**config.mk**
```make
export PLATFORM = sky130hd
export DESIGN_NAME = seven_seg_scanner_flat
export DESIGN_NICKNAME = d
export VERILOG_FILES = /design/src/rtl/seven_seg_scanner_if.sv /design/src/rtl/seven_seg_scanner.sv /design/src/flat_wrapper.sv
export SDC_FILE = /design/constraint.sdc
export NUM_CORES = 1
export LEC_CHECK = 0
export CAP_MARGIN = 20
export CORE_ASPECT_RATIO = 0.9
export CORE_MARGIN = 10
export CORE_UTILIZATION = 59
export DETAILED_ROUTE_END_ITERATION = 10
export PLACE_DENSITY = 0.93
export SLEW_MARGIN = 15
export SYNTH_ARGS = -nofsm -noshare
export SYNTH_HDL_FRONTEND = slang
export SYNTH_SLANG_ARGS = --single-unit
export TNS_END_PERCENT = 20
```
**constraint.sdc**
```tcl
create_clock -name clk -period 5.6 [get_ports clk]
set_input_delay 1.68 -clock clk [delete_from_list [all_inputs] [get_ports clk]]
set_output_delay 1.68 -clock clk [all_outputs]
set_load 0.01 [all_outputs]
```
**src/rtl/seven_seg_scanner_if.sv**
```systemverilog
// Board-side bundle of the scanner: controls and memory word in, address and display pins out.
// Latency: none (wires only).
// Backpressure: none; all signals are level or single-cycle pulses.
interface seven_seg_scanner_if #(
  parameter int N_DIGITS = 8,
  parameter int ADDR_W   = 8
);
  logic [1:0]            status;
  logic                  dir;
  logic                  step;
  logic [4*N_DIGITS-1:0] data;
  logic [ADDR_W-1:0]     addr;
  logic                  jump;
  logic [N_DIGITS-1:0]   anode;
  logic [6:0]            cathode;
  logic                  dp;

  // Board / memory side: drives controls and the fetched word, observes address and pins.
  modport master (
    output status, dir, step, data,
    input  addr, jump, anode, cathode, dp
  );

  // Scanner side.
  modport slave (
    input  status, dir, step, data,
    output addr, jump, anode, cathode, dp
  );
endinterface

```
**src/rtl/seven_seg_scanner.sv**
```systemverilog
// Steps a memory address at a selectable speed and scans the fetched hex word over N_DIGITS 7-seg digits.
// Latency: addr/jump update one edge after a step decision; a digit appears SCAN_DIV cycles after its slot starts.
// Backpressure: none; step is honoured only while paused, display scan is free-running.
module seven_seg_scanner #(
  parameter int                N_DIGITS = 8,
  parameter int                ADDR_W   = 8,
  parameter logic [ADDR_W-1:0] ADDR_MAX = ADDR_W'(255),
  parameter int                ONE_JUMP = 100_000_000,
  parameter int                SCAN_DIV = 100_000,
  parameter bit                BLANK_LZ = 1'b1
) (
  input  logic            clk,
  input  logic            rst_n,
  seven_seg_scanner_if.slave bus
);

  localparam int JW = (ONE_JUMP > 1) ? $clog2(ONE_JUMP) : 1;
  localparam int SW = (SCAN_DIV > 1) ? $clog2(SCAN_DIV) : 1;
  localparam int DW = (N_DIGITS > 1) ? $clog2(N_DIGITS) : 1;
  localparam logic [JW-1:0] JMP_LAST  = JW'(ONE_JUMP - 1);
  localparam logic [SW-1:0] SCAN_LAST = SW'(SCAN_DIV - 1);
  localparam logic [DW-1:0] DIG_LAST  = DW'(N_DIGITS - 1);

  logic [3:0]          pre_q, pre_d, limit;
  logic                tick;
  logic [JW-1:0]       jmp_q, jmp_d;
  logic                adv;
  logic [ADDR_W-1:0]   addr_q, addr_d;
  logic                jump_q;
  logic [SW-1:0]       scan_q, scan_d;
  logic [DW-1:0]       dig_q, dig_d;
  logic [N_DIGITS-1:0] anode_q, anode_d;
  logic [6:0]          cath_q, cath_d;
  logic [3:0]          nib;
  logic                all_zero, blank;

  function automatic logic [6:0] hex7(input logic [3:0] h);
    case (h)
      4'h0: hex7 = 7'h40;  4'h1: hex7 = 7'h79;  4'h2: hex7 = 7'h24;  4'h3: hex7 = 7'h30;
      4'h4: hex7 = 7'h19;  4'h5: hex7 = 7'h12;  4'h6: hex7 = 7'h02;  4'h7: hex7 = 7'h78;
      4'h8: hex7 = 7'h00;  4'h9: hex7 = 7'h10;  4'hA: hex7 = 7'h08;  4'hB: hex7 = 7'h03;
      4'hC: hex7 = 7'h46;  4'hD: hex7 = 7'h21;  4'hE: hex7 = 7'h06;  default: hex7 = 7'h0E;
    endcase
  endfunction

  // Prescaler: >= compare so a limit lowered mid-count fires at once instead of wrapping.
  always_comb begin
    tick  = 1'b0;
    pre_d = pre_q + 4'd1;
    case (bus.status)
      2'd0:    limit = 4'd15;
      2'd1:    limit = 4'd3;
      default: limit = 4'd0;
    endcase
    if (bus.status == 2'd3) begin
      pre_d = 4'd0;
    end else if (pre_q >= limit) begin
      tick  = 1'b1;
      pre_d = 4'd0;
    end
  end

  // Jump period and address stepping; jmp_cnt holds through a pause so the period resumes.
  always_comb begin
    jmp_d  = jmp_q;
    adv    = 1'b0;
    addr_d = addr_q;
    if (tick) begin
      if (jmp_q == JMP_LAST) begin
        jmp_d = '0;
        adv   = 1'b1;
      end else begin
        jmp_d = jmp_q + JW'(1);
      end
    end
    if (bus.status == 2'd3 && bus.step) adv = 1'b1;
    if (adv) begin
      if (bus.dir) addr_d = (addr_q == '0) ? ADDR_MAX : addr_q - ADDR_W'(1);
      else         addr_d = (addr_q == ADDR_MAX) ? '0 : addr_q + ADDR_W'(1);
    end
  end

  // Pick the nibble for the digit being loaded and decide leading-zero blanking.
  always_comb begin
    nib      = 4'd0;
    all_zero = 1'b1;
    blank    = 1'b0;
    for (int k = N_DIGITS - 1; k >= 0; k--) begin
      all_zero = all_zero && (bus.data[4*k +: 4] == 4'd0);
      if (dig_q == DW'(k)) begin
        nib   = bus.data[4*k +: 4];
        blank = BLANK_LZ && (k != 0) && all_zero;
      end
    end
  end

  // Scan: anode and cathode load together at the slot boundary so segments never ghost.
  always_comb begin
    scan_d  = scan_q + SW'(1);
    dig_d   = dig_q;
    anode_d = anode_q;
    cath_d  = cath_q;
    if (scan_q == SCAN_LAST) begin
      scan_d         = '0;
      dig_d          = (dig_q == DIG_LAST) ? '0 : dig_q + DW'(1);
      anode_d        = '1;
      anode_d[dig_q] = 1'b0;
      cath_d         = blank ? 7'h7F : hex7(nib);
    end
  end

  // State registers with synchronous active-low reset.
  always_ff @(posedge clk) begin
    if (!rst_n) begin
      pre_q   <= '0;
      jmp_q   <= '0;
      addr_q  <= '0;
      jump_q  <= 1'b0;
      scan_q  <= '0;
      dig_q   <= '0;
      anode_q <= '1;
      cath_q  <= 7'h7F;
    end else begin
      pre_q   <= pre_d;
      jmp_q   <= jmp_d;
      addr_q  <= addr_d;
      jump_q  <= adv;
      scan_q  <= scan_d;
      dig_q   <= dig_d;
      anode_q <= anode_d;
      cath_q  <= cath_d;
    end
  end

  assign bus.addr    = addr_q;
  assign bus.jump    = jump_q;
  assign bus.anode   = anode_q;
  assign bus.cathode = cath_q;
  assign bus.dp      = 1'b1;

endmodule

```
**src/flat_wrapper.sv**
```systemverilog
// flat-port wrapper written by rule: the top's interface ports become plain ports
module seven_seg_scanner_flat 
#(
  parameter int                N_DIGITS = 8,
  parameter int                ADDR_W   = 8,
  parameter logic [ADDR_W-1:0] ADDR_MAX = ADDR_W'(255),
  parameter int                ONE_JUMP = 100_000_000,
  parameter int                SCAN_DIV = 100_000,
  parameter bit                BLANK_LZ = 1'b1
)
  (clk, rst_n, bus_status, bus_dir, bus_step, bus_data, bus_addr, bus_jump, bus_anode, bus_cathode, bus_dp);
  seven_seg_scanner_if #(.N_DIGITS(N_DIGITS), .ADDR_W(ADDR_W)) bus_i ();
  input  logic clk;
  input  logic rst_n;
  input wire logic [$bits(bus_i.status)-1:0] bus_status;
  input wire logic [$bits(bus_i.dir)-1:0] bus_dir;
  input wire logic [$bits(bus_i.step)-1:0] bus_step;
  input wire logic [$bits(bus_i.data)-1:0] bus_data;
  output wire logic [$bits(bus_i.addr)-1:0] bus_addr;
  output wire logic [$bits(bus_i.jump)-1:0] bus_jump;
  output wire logic [$bits(bus_i.anode)-1:0] bus_anode;
  output wire logic [$bits(bus_i.cathode)-1:0] bus_cathode;
  output wire logic [$bits(bus_i.dp)-1:0] bus_dp;
  assign bus_i.status = bus_status;
  assign bus_i.dir = bus_dir;
  assign bus_i.step = bus_step;
  assign bus_i.data = bus_data;
  assign bus_addr = bus_i.addr;
  assign bus_jump = bus_i.jump;
  assign bus_anode = bus_i.anode;
  assign bus_cathode = bus_i.cathode;
  assign bus_dp = bus_i.dp;
  seven_seg_scanner #(.N_DIGITS(N_DIGITS), .ADDR_W(ADDR_W), .ADDR_MAX(ADDR_MAX), .ONE_JUMP(ONE_JUMP), .SCAN_DIV(SCAN_DIV), .BLANK_LZ(BLANK_LZ)) u_core (.clk(clk), .rst_n(rst_n), .bus(bus_i));
endmodule
```
==> impl_metrics.py, run 1 <==
metrics = {
    "pwr": {
        "ir_worst_vdd_mv": 0.165,
        "p_leak_nw": 1.91,
        "power.density_nw_per_um2": 219,
        "power_mw": 1.15,
    },
    "final_layout": {
        "final_cell_mix": "nor2_1, dfxtp_1, clkdlybuf4s50_1, nand2_1, nand3_1",
        "layout_commonest_cell": "nor2_1",
        "drive_gt1_share_pct": 4.89,
        "antennaDiodeCount": 0,
        "areaGrowthSynthToFinish_pct": 18.3,
        "design_area_sq_um": 5250,
        "final_nets": 668,
    },
    "synthesis": {
        "postSynthCellCount": 561,
        "ys_types": 67,
        "synth_compound_area_share_pct": 15.0,
        "yosysTopAreaCell": "dfxtp_1",
        "ys_top_cells_by_area": "dfxtp_1, nor2_1, ha_1",
        "synthFlopType": "dfxtp_1",
        "syn-num-nets": 621,
        "synth_top_family_by_area": "simple AND/OR/NAND/NOR gates",
        "yosys-mux-area-fraction_pct": 1.92,
        "yosysTopAreaCellShare_pct": 33.9,
        "synth-edff-count": 0,
        "synth_fa_ha_area_share_pct": 6.21,
        "netlist_area_sq_um": 4440,
        "ys_ff_latch": 75,
        "synthArstFlopShare_pct": 0,
        "yosys_warnings": 0,
        "synth_seq_area_share_pct": 33.9,
        "yosys.area_share.xor_xnor_pct": 7.70,
        "avgSynthCellArea_sq_um": 7.91,
        "synth-simple-area-share_pct": 30.4,
    },
    "clock_tree": {
        "cts_resized": 0,
        "cts_hold_buffers": 0,
        "cts_setup_buffers": 0,
        "cts.sinks": 75,
        "cts_tree": "done",
        "cts_buffer_depth": 2,
        "htree_levels": 3,
        "cts-root-buf": "clkbuf_8",
        "clkLatencyLatePin_ns": 0.35,
        "clkTransAtPathRegs_ns": 0.07,
        "cts_buffers": 9,
    },
    "run_status": {
        "outcome": "complete, no violations",
    },
    "setup_path": {
        "crit_family": "simple AND/OR/NAND/NOR gates",
        "crit_type": "in -> reg",
        "path_cells": "clkdlybuf4s50_1 > or2_2 > ha_1 > o21a_1 > nor2_1 > nor3_1 > nand4_1 > nand2_1 > o21ai_0 > a221oi_1",
        "worst-path-buf-inv": 1,
        "path_max_fanout": 11,
        "cp-end-kind": "flop",
        "slowest_stage": "clkdlybuf4s50_1",
        "crit_required_ns": 5.84,
        "start_kind": "input port",
        "cp_data_arrival_time_ns": 4.59,
        "max_stage_delay_ns": 0.49,
    },
    "place": {
        "gp_congestion": 0.953,
        "dpl-instance-area_sq_um": 5020,
        "io_buffers": 61,
        "hpwl_um": 8310,
        "dp_slack_ns": 0.946,
    },
    "floorplanning": {
        "start_util_pct": 61.7,
        "core_sq_um": 7180,
        "die_h_um": 102,
        "fp-row-count": 29,
        "ios": 63,
        "die_w_um": 111,
        "dieArea_sq_um": 11400,
    },
    "grt": {
        "grt_max_degree": 30,
        "grt_pass1_wl_um": 19100,
        "track_usage_pct": 19.8,
        "antenna_found_initial": 0,
        "overflow": 0,
        "grt_pass1_vias": 3983,
    },
    "flow_run": {
        "maxCapViolations": 0,
    },
    "detailed_routing": {
        "wl_per_cell_um": 16.3,
        "drt-total-wl_um": 11500,
        "ant_nets": 0,
        "firstDrtPassIters": 5,
        "viasPerCell": 6.07,
        "drc": 0,
        "routed-via-count": 4287,
        "first_iter_violations": 410,
    },
    "sta": {
        "drv_slew": 0,
        "setup_viol": 0,
        "rsz0062_at_grt": "no",
        "setup_slack_ns": 1.26,
        "clock-skew-final_ns": 0.00683,
        "post-route-period-util_pct": 77.6,
        "post-route-min-period_ns": 4.34,
        "fmaxAchievable_mhz": 230,
        "setup_tns_ns": 0,
        "slew_headroom_pct": 31.6,
        "whs_ns": 0.465,
        "final_hold_viol_count": 0,
        "worstMarginPinSlew_ns": 1.02,
    },
    "min_path": {
        "min_path_type": "reg -> reg",
    },
}
kinds of logic (layout without fill, tap and decap cells):
| family | Yosys count | count (layout) |
|---|---|---|
| simple gates | 268 | 268 |
| other cells | 1 | 1 |
| xor+xnor | 39 | 39 |
| compound gates | 104 | 104 |
| buf+inv | 44 | 96 |
| flops | 75 | 75 |
| mux | 8 | 8 |
| fa+ha+maj | 22 | 22 |
cell type report:
class	instances	area [sq um]
repair buffers	61	611
flip-flops and latches	75	1500
clock inverters	4	72.6
multi-input cells	442	2720
inverters	19	71.3
well taps	93	116
fillers	554	1940
clock buffers	12	155
power breakdown:
group	switching (mW)	total (mW)	leakage, nW	internal (mW)
Sequential	0.0111	0.552	0.606	0.541
Combinational	0.0683	0.132	1.19	0.0636
Clock	0.193	0.468	0.113	0.275
Total	0.273	1.15	1.91	0.879
synth_stat cells, drive strengths merged (5+ instances only):
cell type  count
nor2b          8
inv           19
xor2          21
clkbuf        12
a31oi         13
nor3           9
xnor2         18
or3           13
nand4         18
ha            22
nand2b         6
buf           12
o21ai         26
nand3         31
o21a           5
nor4          11
a21oi         27
and3          14
nand2         51
dfxtp         75
nor2          84
and4           5
final timing paths:
kind	start	to	slack, ns	depth (start not counted)
max	bus_status[1]	u_core.bus.addr[0]	1.26	10
min	u_core.scan_q[0]	u_core.scan_q[0]	0.47	1
max reg2reg	u_core.dig_q[2]	u_core.bus.cathode[0]	1.57	12
min reg2reg	u_core.scan_q[0]	u_core.scan_q[0]	0.47	1
routing by layer:
metal	share of wire (%)	global-route usage, %
met1	42	23.6
met2	48	33.8
met3	6.4	5.16
met4	2.9	7.21
met5	0	0
stage by stage:
step	utilization, %	instances
floorplan	-	561
global placement	69.9	690
detailed placement	69.9	690
CTS	73.0	706
global route	73.0	706
finish	73.0	706
worst register-to-register path: stages (launching register included):
cell and delay [ns]:
dfxtp_1 0.92, inv_1 0.35, ha_1 0.44, nor2b_1 0.29, a31oi_1 0.13, a41oi_1 0.51, inv_1 0.18, ha_1 0.34
mux2_2 0.29, a21oi_1 0.15, o21bai_1 0.07, o2bb2ai_1 0.15, a21oi_1 0.08
state kept, by name (all words and copies together), names as in the netlist:
| signal | count |
|---|---|
| u_core.jmp_q | 27 |
| u_core.pre_q | 4 |
| u_core.bus.cathode | 7 |
| u_core.bus.addr | 8 |
| u_core.scan_q | 17 |
| u_core.dig_q | 3 |
| u_core.bus.anode | 8 |
| u_core.bus.jump | 1 |
No activity file was read; power rests on OpenSTA's default activity.
==> inputs of run 2 (changes only) <==
Settings changed: CORE_UTILIZATION 59 to 55, PLACE_DENSITY 0.93 to 0.88.
Clock period 5.6 ns to 4.4 ns, I/O delays scaled along.
==> run 2 against run 1 <==
Effect of this change:
- critical path depth did not move
- wire length fell by 0.29%
- clock power rose by 12%
- core utilization fell by 4.7 points
- sequential cell count did not move
- non-clock buffer count rose by 6
- register-to-register slack got worse by 0.38 ns
- setup slack got worse by 0.59 ns
- clock-buffer cell count fell by 1
- global-route usage fell by 1.2 points
- cell area rose by 0.29%
- largest cell class unchanged
- highest routed layer unchanged
==> impl_metrics.py, run 2 (synthesis results as in run 1) <==
metrics = {
    "detailed_routing": {
        "viasPerCell": 6.05,
        "wl_per_cell_um": 16.0,
        "ant_nets": 0,
        "drc": 0,
        "drt-total-wl_um": 11500,
        "first_iter_violations": 329,
        "firstDrtPassIters": 5,
        "routed-via-count": 4326,
    },
    "final_layout": {
        "design_area_sq_um": 5260,
        "multiInputGateArea_sq_um": 2720,
        "largest_register_ffs": 27,
        "regMostFlops": "u_core.jmp_q",
        "nFillCells": 611,
        "antennaDiodeCount": 0,
        "final-seq-area_sq_um": 1500,
        "final_nets": 674,
        "areaGrowthSynthToFinish_pct": 18.6,
        "final_cell_mix": "nor2_1, dfxtp_1, clkdlybuf4s50_1, nand2_1, nand3_1",
        "drive_gt1_share_pct": 5.82,
        "layout_commonest_cell": "nor2_1",
        "reg.largest.list": "u_core.jmp_q x27, u_core.scan_q x17",
    },
    "pwr": {
        "internal_power_mw": 1.05,
        "pwr-share-comb_pct": 12.1,
        "ir_worst_vdd_mv": 0.203,
        "power_frac_seq_pct": 50.3,
        "p_sw_share_pct": 25.0,
        "clockPowerShare_pct": 37.6,
        "p_leak_nw": 1.93,
        "power.density_nw_per_um2": 265,
        "p_switching_mw": 0.348,
    },
    "clock_tree": {
        "cts_setup_buffers": 0,
        "clkTransAtPathRegs_ns": 0.07,
        "cts_hold_buffers": 0,
        "cts_resized": 0,
        "cts_buffers": 9,
        "cts.sinks": 75,
        "cts-root-buf": "clkbuf_8",
        "cts_tree": "done",
        "htree_levels": 3,
        "cts_buffer_depth": 2,
        "clkLatencyLatePin_ns": 0.35,
    },
    "grt": {
        "overflow": 0,
        "grt_pass1_vias": 4070,
        "track_usage_pct": 18.6,
        "antenna_found_initial": 0,
        "grt_max_degree": 27,
        "grt_pass1_wl_um": 19100,
    },
    "place": {
        "gp_congestion": 0.936,
        "dpl-instance-area_sq_um": 5070,
        "io_buffers": 61,
        "hpwl_um": 8610,
    },
    "floorplanning": {
        "fp-row-count": 30,
        "core_sq_um": 7690,
        "ios": 63,
        "die_h_um": 105,
        "dieArea_sq_um": 12100,
        "die_w_um": 115,
        "start_util_pct": 57.6,
    },
    "setup_path": {
        "crit_required_ns": 4.67,
        "path_max_fanout": 6,
        "crit_type": "in -> reg",
        "cp-end-kind": "flop",
        "cp_data_arrival_time_ns": 4.00,
        "start_kind": "input port",
    },
    "sta": {
        "drv_slew": 0,
        "fmaxAchievable_mhz": 268,
        "post-route-period-util_pct": 84.8,
        "final_hold_viol_count": 0,
        "worstMarginPinSlew_ns": 0.679,
        "setup_viol": 0,
        "post-route-min-period_ns": 3.73,
        "clock-skew-final_ns": 0.00658,
        "slew_headroom_pct": 54.7,
        "setup_tns_ns": 0,
        "rsz0062_at_grt": "no",
    },
    "flow_run": {
        "maxCapViolations": 0,
    },
    "min_path": {
        "min_path_type": "reg -> reg",
    },
    "run_status": {
        "outcome": "complete, no violations",
    },
}
==> run 2: cell types whose count changed in the layout (fill, tap and decap cells not counted), sizes merged <==
| cell | change |
|---|---|
| clkinv | +2 |
| clkbuf | -1 |
| bufinv | -1 |
| buf | +6 |
==> run 2: power groups by stage <==
stage / registers, mW / clock network [mW] / logic [mW]
floorplan: 0.714 / 0 / 0.102
global placement: 0.717 / 0 / 0.160
detailed placement: 0.717 / 0 / 0.166
CTS: 0.702 / 0.532 / 0.167
global route: 0.704 / 0.563 / 0.185
finish: 0.702 / 0.524 / 0.169
==> run 2: final timing paths <==
path	start	slack, ns	to	depth (start not counted)
worst max-delay path	bus_status[1]	0.67	u_core.bus.addr[1]	10
worst max register to register	u_core.dig_q[2]	1.19	u_core.bus.cathode[0]	12
worst min-delay path	u_core.pre_q[0]	0.47	u_core.pre_q[0]	1
worst min register to register	u_core.pre_q[0]	0.47	u_core.pre_q[0]	1
==> run 2: layout make-up <==
type	count	share of cell area [%]
multi-input combinational	442	51.7
tap	96	2.28
inverter	19	1.36
clock buffer	11	2.69
clock inverter	5	0.999
timing repair buffer	67	12.5
sequential	75	28.5
==> run 2: per-layer routing <==
metal	vias up	track usage, %	routed length, um
met2	154	31.1	5840
met1	2050	22.4	4780
li1	2097	-	-
met5	-	0	0
met4	0	6.71	232
met3	25	4.35	618
==> run 2: metrics by stage <==
stage	cells	utilization, %	setup slack, ns	hold WS, ns	power [mW]
2_1_floorplan	561	-	1.05	0.426	0.815
4_1_cts	715	68.4	0.695	0.473	1.40
3_5_place_dp	699	65.9	0.335	0.456	0.883
5_1_grt	715	68.4	0.498	0.506	1.45
3_3_place_gp	699	65.9	0.479	0.440	0.877
6_report	715	68.4	0.669	0.470	1.39
==> run 2: worst max-delay path: stages <==
cell,delay [ns]
clkdlybuf4s50_1,0.57
inv_1,0.07
ha_1,0.27
nand2b_1,0.14
a2111oi_1,0.59
nor3_1,0.17
nand4_1,0.16
and2_0,0.39
nor2_1,0.09
a211oi_1,0.21
